==> src/rtl/dec_sop_pkg.sv <==
// Shared types for the dec_sop_sweep decoder / sum-of-minterms evaluator.
package dec_sop_pkg;

  typedef enum logic [1:0] {
    IDLE  = 2'd0,
    SWEEP = 2'd1,
    DONE  = 2'd2
  } state_t;

  localparam logic MODE_DIRECT = 1'b0;
  localparam logic MODE_SWEEP  = 1'b1;

endpackage

==> src/rtl/dec_nx2n.sv <==
// Combinational N-to-2^N one-hot decoder with active-high enable.
module dec_nx2n #(
  parameter int unsigned N = 2
) (
  input  logic                en,
  input  logic [N-1:0]        sel,
  output logic [(1<<N)-1:0]   y
);

  localparam int unsigned M = 1 << N;

  assign y = en ? (M'(1) << sel) : '0;

endmodule

==> src/rtl/dec_sop_sweep.sv <==
// Registered N-to-2^N decoder with SOP output and a truth-table sweep engine.
// Define DEC_SOP_NEG_OUT_EN for an active-low dec_out (all-ones when disabled).
module dec_sop_sweep
  import dec_sop_pkg::*;
#(
  parameter int unsigned N    = 2,
  parameter int unsigned STEP = 1
) (
  input  logic                clk,
  input  logic                rst,
  input  logic                en,
  input  logic                mode,
  input  logic [N-1:0]        sel,
  input  logic [(1<<N)-1:0]   mask,
  input  logic                start,
  output logic [(1<<N)-1:0]   dec_out,
  output logic                f,
  output logic [N-1:0]        code,
  output logic                busy,
  output logic                done,
  output logic [(1<<N)-1:0]   tt
);

  localparam int unsigned M  = 1 << N;
  localparam int unsigned CW = (STEP > 1) ? $clog2(STEP) : 1;
  localparam logic [N-1:0]  CODE_TOP = N'(M - 1);
  localparam logic [CW-1:0] CNT_TOP  = CW'(STEP - 1);
`ifdef DEC_SOP_NEG_OUT_EN
  localparam logic NEG = 1'b1;
`else
  localparam logic NEG = 1'b0;
`endif
  localparam logic [M-1:0] DEC_OFF = {M{NEG}};

  state_t         state_q, state_d;
  logic [M-1:0]   mask_q, mask_d;
  logic [CW-1:0]  cnt_q, cnt_d;
  logic [M-1:0]   tt_q, tt_d;
  logic [M-1:0]   dec_q, dec_d;
  logic           f_q, f_d;
  logic [N-1:0]   code_q, code_d;
  logic           busy_q, busy_d;
  logic           done_q, done_d;

  logic [N-1:0]   dec_sel;
  logic           dec_en;
  logic [M-1:0]   dec_y;
  logic [M-1:0]   dec_phys;

  // Decoder input mux: external sel in DIRECT, code 0 on sweep start, next code mid-sweep.
  always_comb begin
    dec_sel = sel;
    dec_en  = en;
    if (state_q == SWEEP) begin
      dec_sel = code_q + N'(1);
      dec_en  = 1'b1;
    end else if (mode == MODE_SWEEP) begin
      dec_sel = '0;
      dec_en  = 1'b1;
    end
  end

  dec_nx2n #(.N(N)) u_dec (
    .en  (dec_en),
    .sel (dec_sel),
    .y   (dec_y)
  );

  assign dec_phys = NEG ? ~dec_y : dec_y;

  always_comb begin
    state_d = state_q;
    mask_d  = mask_q;
    cnt_d   = cnt_q;
    tt_d    = tt_q;
    dec_d   = dec_q;
    f_d     = f_q;
    code_d  = code_q;
    busy_d  = busy_q;
    done_d  = 1'b0;
    unique case (state_q)
      IDLE: begin
        if (mode == MODE_DIRECT) begin
          dec_d  = dec_phys;
          f_d    = en & mask[sel];
          code_d = sel;
        end else if (en && start) begin
          state_d = SWEEP;
          mask_d  = mask;
          tt_d    = '0;
          code_d  = '0;
          cnt_d   = '0;
          dec_d   = dec_phys;
          f_d     = mask[0];
          busy_d  = 1'b1;
        end
      end
      SWEEP: begin
        // Losing enable abandons the sweep; tt keeps what was captured so far.
        if (!en) begin
          state_d = IDLE;
          dec_d   = DEC_OFF;
          f_d     = 1'b0;
          busy_d  = 1'b0;
        end else if (cnt_q == CNT_TOP) begin
          tt_d[code_q] = mask_q[code_q];
          if (code_q == CODE_TOP) begin
            state_d = DONE;
            busy_d  = 1'b0;
            done_d  = 1'b1;
          end else begin
            code_d = code_q + N'(1);
            dec_d  = dec_phys;
            f_d    = mask_q[code_d];
            cnt_d  = '0;
          end
        end else begin
          cnt_d = cnt_q + CW'(1);
        end
      end
      DONE:    state_d = IDLE;
      default: state_d = IDLE;
    endcase
  end

  always_ff @(posedge clk or posedge rst) begin
    if (rst) begin
      state_q <= IDLE;
      mask_q  <= '0;
      cnt_q   <= '0;
      tt_q    <= '0;
      dec_q   <= DEC_OFF;
      f_q     <= 1'b0;
      code_q  <= '0;
      busy_q  <= 1'b0;
      done_q  <= 1'b0;
    end else begin
      state_q <= state_d;
      mask_q  <= mask_d;
      cnt_q   <= cnt_d;
      tt_q    <= tt_d;
      dec_q   <= dec_d;
      f_q     <= f_d;
      code_q  <= code_d;
      busy_q  <= busy_d;
      done_q  <= done_d;
    end
  end

  assign dec_out = dec_q;
  assign f       = f_q;
  assign code    = code_q;
  assign busy    = busy_q;
  assign done    = done_q;
  assign tt      = tt_q;

endmodule

==> config.mk <==
export PLATFORM = sky130hd
export DESIGN_NAME = dec_sop_sweep
export DESIGN_NICKNAME = d
export VERILOG_FILES = /design/src/rtl/dec_sop_pkg.sv /design/src/rtl/dec_nx2n.sv /design/src/rtl/dec_sop_sweep.sv
export SDC_FILE = /design/constraint.sdc
export NUM_CORES = 1
export LEC_CHECK = 0
export CAP_MARGIN = 20
export CORE_MARGIN = 4
export CORE_UTILIZATION = 50
export DETAILED_ROUTE_END_ITERATION = 12
export PLACE_DENSITY_LB_ADDON = 0.1
export SLEW_MARGIN = 25
export SYNTH_ARGS = -nofsm -noshare
export SYNTH_HDL_FRONTEND = slang
export SYNTH_SLANG_ARGS = --single-unit
==> constraint.sdc <==
create_clock -name clk -period 3.05 [get_ports clk]
set_input_delay 0.7625 -clock clk [delete_from_list [all_inputs] [get_ports clk]]
set_output_delay 0.7625 -clock clk [all_outputs]
set_load 0.05 [all_outputs]
==> impl_metrics.yaml <==
status:
  run_status: "completed"
pwr:
  cellLeakagePower_nw: 0.614
  power_density_nw_per_um2: 681
  irDropWorstVdd_mv: 0.460
clock_network:
  ctsHoldBuffers: 0
  cts_post_setup_buffers_inserted: 0
  ctsResizeCount: 0
  cts-root-to-sink-buffers: 2
  worst_setup_hold_path_clk_slew_ns: 0.10
  clk-insertion-delay-late_ns: 0.29
  tritoncts: "yes"
  clock_sinks: 19
  cts_buffers: 3
  cts_root_buffer: "sky130_fd_sc_hd__clkbuf_4"
  cts_htree_levels: 1
detailed_routing:
  totalWireLength_um: 2170
  detail_route.wl_per_cell_um: 15.6
  final_antenna_net_count: 0
  count_of_tritonroute_iterations_in_the_first_routing_pass: 4
  viasPerCell: 5.47
  num_vias: 760
  drc: 0
  detail_route.iter0.violations: 14
critical_path:
  critical_path_buf_inv_count: 1
  crit_arrival_ns: 1.68
  critical_path.endpoint_type: "primary output"
  cp_data_required_time_ns: 2.29
  reg_to_reg_endpoint: "f"
  rr_worst_depth: 5
  critical_path.max_fanout: 8
  path_cells: "clkdlybuf4s50_1"
  timing.critical_path.from: "code[0]"
  cpMaxStageDelayCell: "sky130_fd_sc_hd__clkdlybuf4s50_1"
  critPathKind: "reg2out"
  ff2ff_setup_slack_ns: 1.09
  startpoint_type: "flip-flop"
  cell_family_with_most_cp_delay: "buffers and inverters"
  slowest_delay_ns: 0.87
  timing.rr.start: "code[0]"
global_routing:
  antenna_found_initial: 0
  largest_net_degree_at_the_start_of_global_routing: 20
  overflow: 0
  gr-usage-all-layers_pct: 17.6
  first_global_vias: 795
  grt_first_pass_wirelength_um: 3520
sta:
  report.final.slew_viol_count: 0
  worst_clock_skew_ns: 0.00203
  unrepaired_setup_endpoints_after_global_routing: "false"
  setup_slack_ns: 0.605
  timing.hold.ws_ns: 0.489
  period_needed_ns: 2.44
  fmax_mhz: 409
  timing.slew.headroom_pct: 53.3
  setup_viol_count_final: 0
  timing.setup.tns_ns: 0
  worst_pin_slew_ns: 0.699
  timing.final.crit_share_pct: 80.2
  hold_viol_final: 0
synthesis:
  synth_edf_count: 0
  synth_area_per_cell_um2: 11.9
  synth.net_count: 103
  yosysWarnings: 0
  synth_cell_types: 31
  async_set_or_reset_flop_fraction_in_the_synthesized_netlist_pct: 100
  netlist_instances: 88
  ys_seq_elements: 19
  yosys_most_used_dff: "sky130_fd_sc_hd__dfrtp_1"
  synthesis.area_um2: 1050
  synth-seq-area-share_pct: 45.2
layout:
  nets: 128
  utilization_pct: 66.4
  fillCellCount: 145
  finish.instance_area_um2: 1320
  share_of_post_route_cells_with_drive_strength_above_1_pct: 15.2
  antenna-diode-count: 0
  syn_to_final_growth_pct: 25.1
placement:
  post_dp_cell_area_um2: 1290
  place_hpwl_um: 1630
  routabilityCongestion: 0.876
  io_buffer_count: 23
  pre_cts_slack_ns: 0.406
floorplanning:
  design.core.area_um2: 1980
  floorplan.die_area_um2: 2900
  fp.dieW_um: 53.8
  fp.dieH_um: 53.8
  start_util_pct: 53.0
  io_pins: 24
  rows: 16
hold_path:
  worst_hold_path_type: "reg2reg"
  min_path_cells: 2
  worstHoldEndpoint: "dec_out[2]"
  worst_hold_startpoint: "dec_out[2]"
flow_run:
  max-cap-violations: 0
## power by group
part | internal, W | total (W) | switching [W]
Combinational | 0.000175 | 0.000418 | 0.000243
Sequential | 0.000305 | 0.000352 | 0.0000471
Clock | 0.0000488 | 0.000125 | 0.0000758
Total | 0.000529 | 0.000895 | 0.000366
## kinds of logic after synthesis
kind of cell    share of synthesized area, %
mux                                     20.0
simple gates                            13.7
buf+inv                                 4.05
compound gates                          12.3
fa+ha+maj                               4.76
flops                                   45.2
## layout make-up
class	count	area, um^2	area share (%)
clock buffers	3	22.5	1.71
clock inverters	1	5.00	0.381
inverters	4	15.0	1.14
multi-input cells	62	533	40.5
flip-flops and latches	19	475	36.2
well taps	27	33.8	2.57
repair buffers	23	230	17.5
## stage by stage
stage / total power [W] / std cells
2_1_floorplan: 0.000644 / 88
3_3_place_gp: 0.000771 / 135
3_5_place_dp: 0.000776 / 135
4_1_cts: 0.000903 / 139
5_1_grt: 0.000944 / 139
6_report: 0.000895 / 139
## layer usage
layer / GRT usage (%) / vias up / wire length [um]
met4: 8.94 / 0 / 40
met2: 27.0 / 20 / 1000
li1: - / 368 / -
met1: 23.1 / 367 / 1020
met3: 3.88 / 5 / 103
met5: 0 / - / 0
## how the worst max path moves through the flow
stage / endpoint / slack (ns) / cells after the start
global placement: mask_q[2] / 0.49 / 4
finish: code[0] / 0.61 / 1
global route: code[0] / 0.52 / 1
floorplan: f / 0.95 / 5
CTS: code[0] / 0.59 / 1
detailed placement: mask_q[2] / 0.41 / 4
## state kept, by name (all words and copies together), names as in the netlist
signal,count
f,1
state_q,2
code,2
tt,4
busy,1
done,1
mask_q,4
dec_out,4
## cells in the final DEF (no fill, tap or decap), types with 3 or more instances in the layout
cell	instances
sky130_fd_sc_hd__mux2_4	4
sky130_fd_sc_hd__ha_1	4
sky130_fd_sc_hd__nand3_1	6
sky130_fd_sc_hd__inv_1	4
sky130_fd_sc_hd__o21ai_0	4
sky130_fd_sc_hd__dfrtp_1	19
sky130_fd_sc_hd__clkbuf_4	3
sky130_fd_sc_hd__mux4_2	3
sky130_fd_sc_hd__clkdlybuf4s50_1	23
sky130_fd_sc_hd__nor2_1	6
sky130_fd_sc_hd__mux2i_1	6
sky130_fd_sc_hd__nand2_1	3
sky130_fd_sc_hd__nor2b_1	3
## cell usage after synthesis, types with 2 or more instances
master                     n  area, um^2
sky130_fd_sc_hd__dfrtp_1  19         475
sky130_fd_sc_hd__mux2i_1   6        60.1
sky130_fd_sc_hd__nand3_1   6        30.0
sky130_fd_sc_hd__nor2_1    6        22.5
sky130_fd_sc_hd__ha_1      4        50.1
sky130_fd_sc_hd__inv_1     4        15.0
sky130_fd_sc_hd__mux2_4    4        60.1
sky130_fd_sc_hd__o21ai_0   4        20.0
sky130_fd_sc_hd__mux4_2    3        67.6
sky130_fd_sc_hd__nand2_1   3        11.3
sky130_fd_sc_hd__nor2b_1   3        18.8
sky130_fd_sc_hd__a21oi_1   2        10.0
sky130_fd_sc_hd__a22o_1    2        17.5
sky130_fd_sc_hd__and3_1    2        12.5
sky130_fd_sc_hd__buf_6     2        22.5
sky130_fd_sc_hd__mux2_2    2        22.5
sky130_fd_sc_hd__o21a_1    2        15.0
No activity file was read; power rests on OpenSTA's default activity.
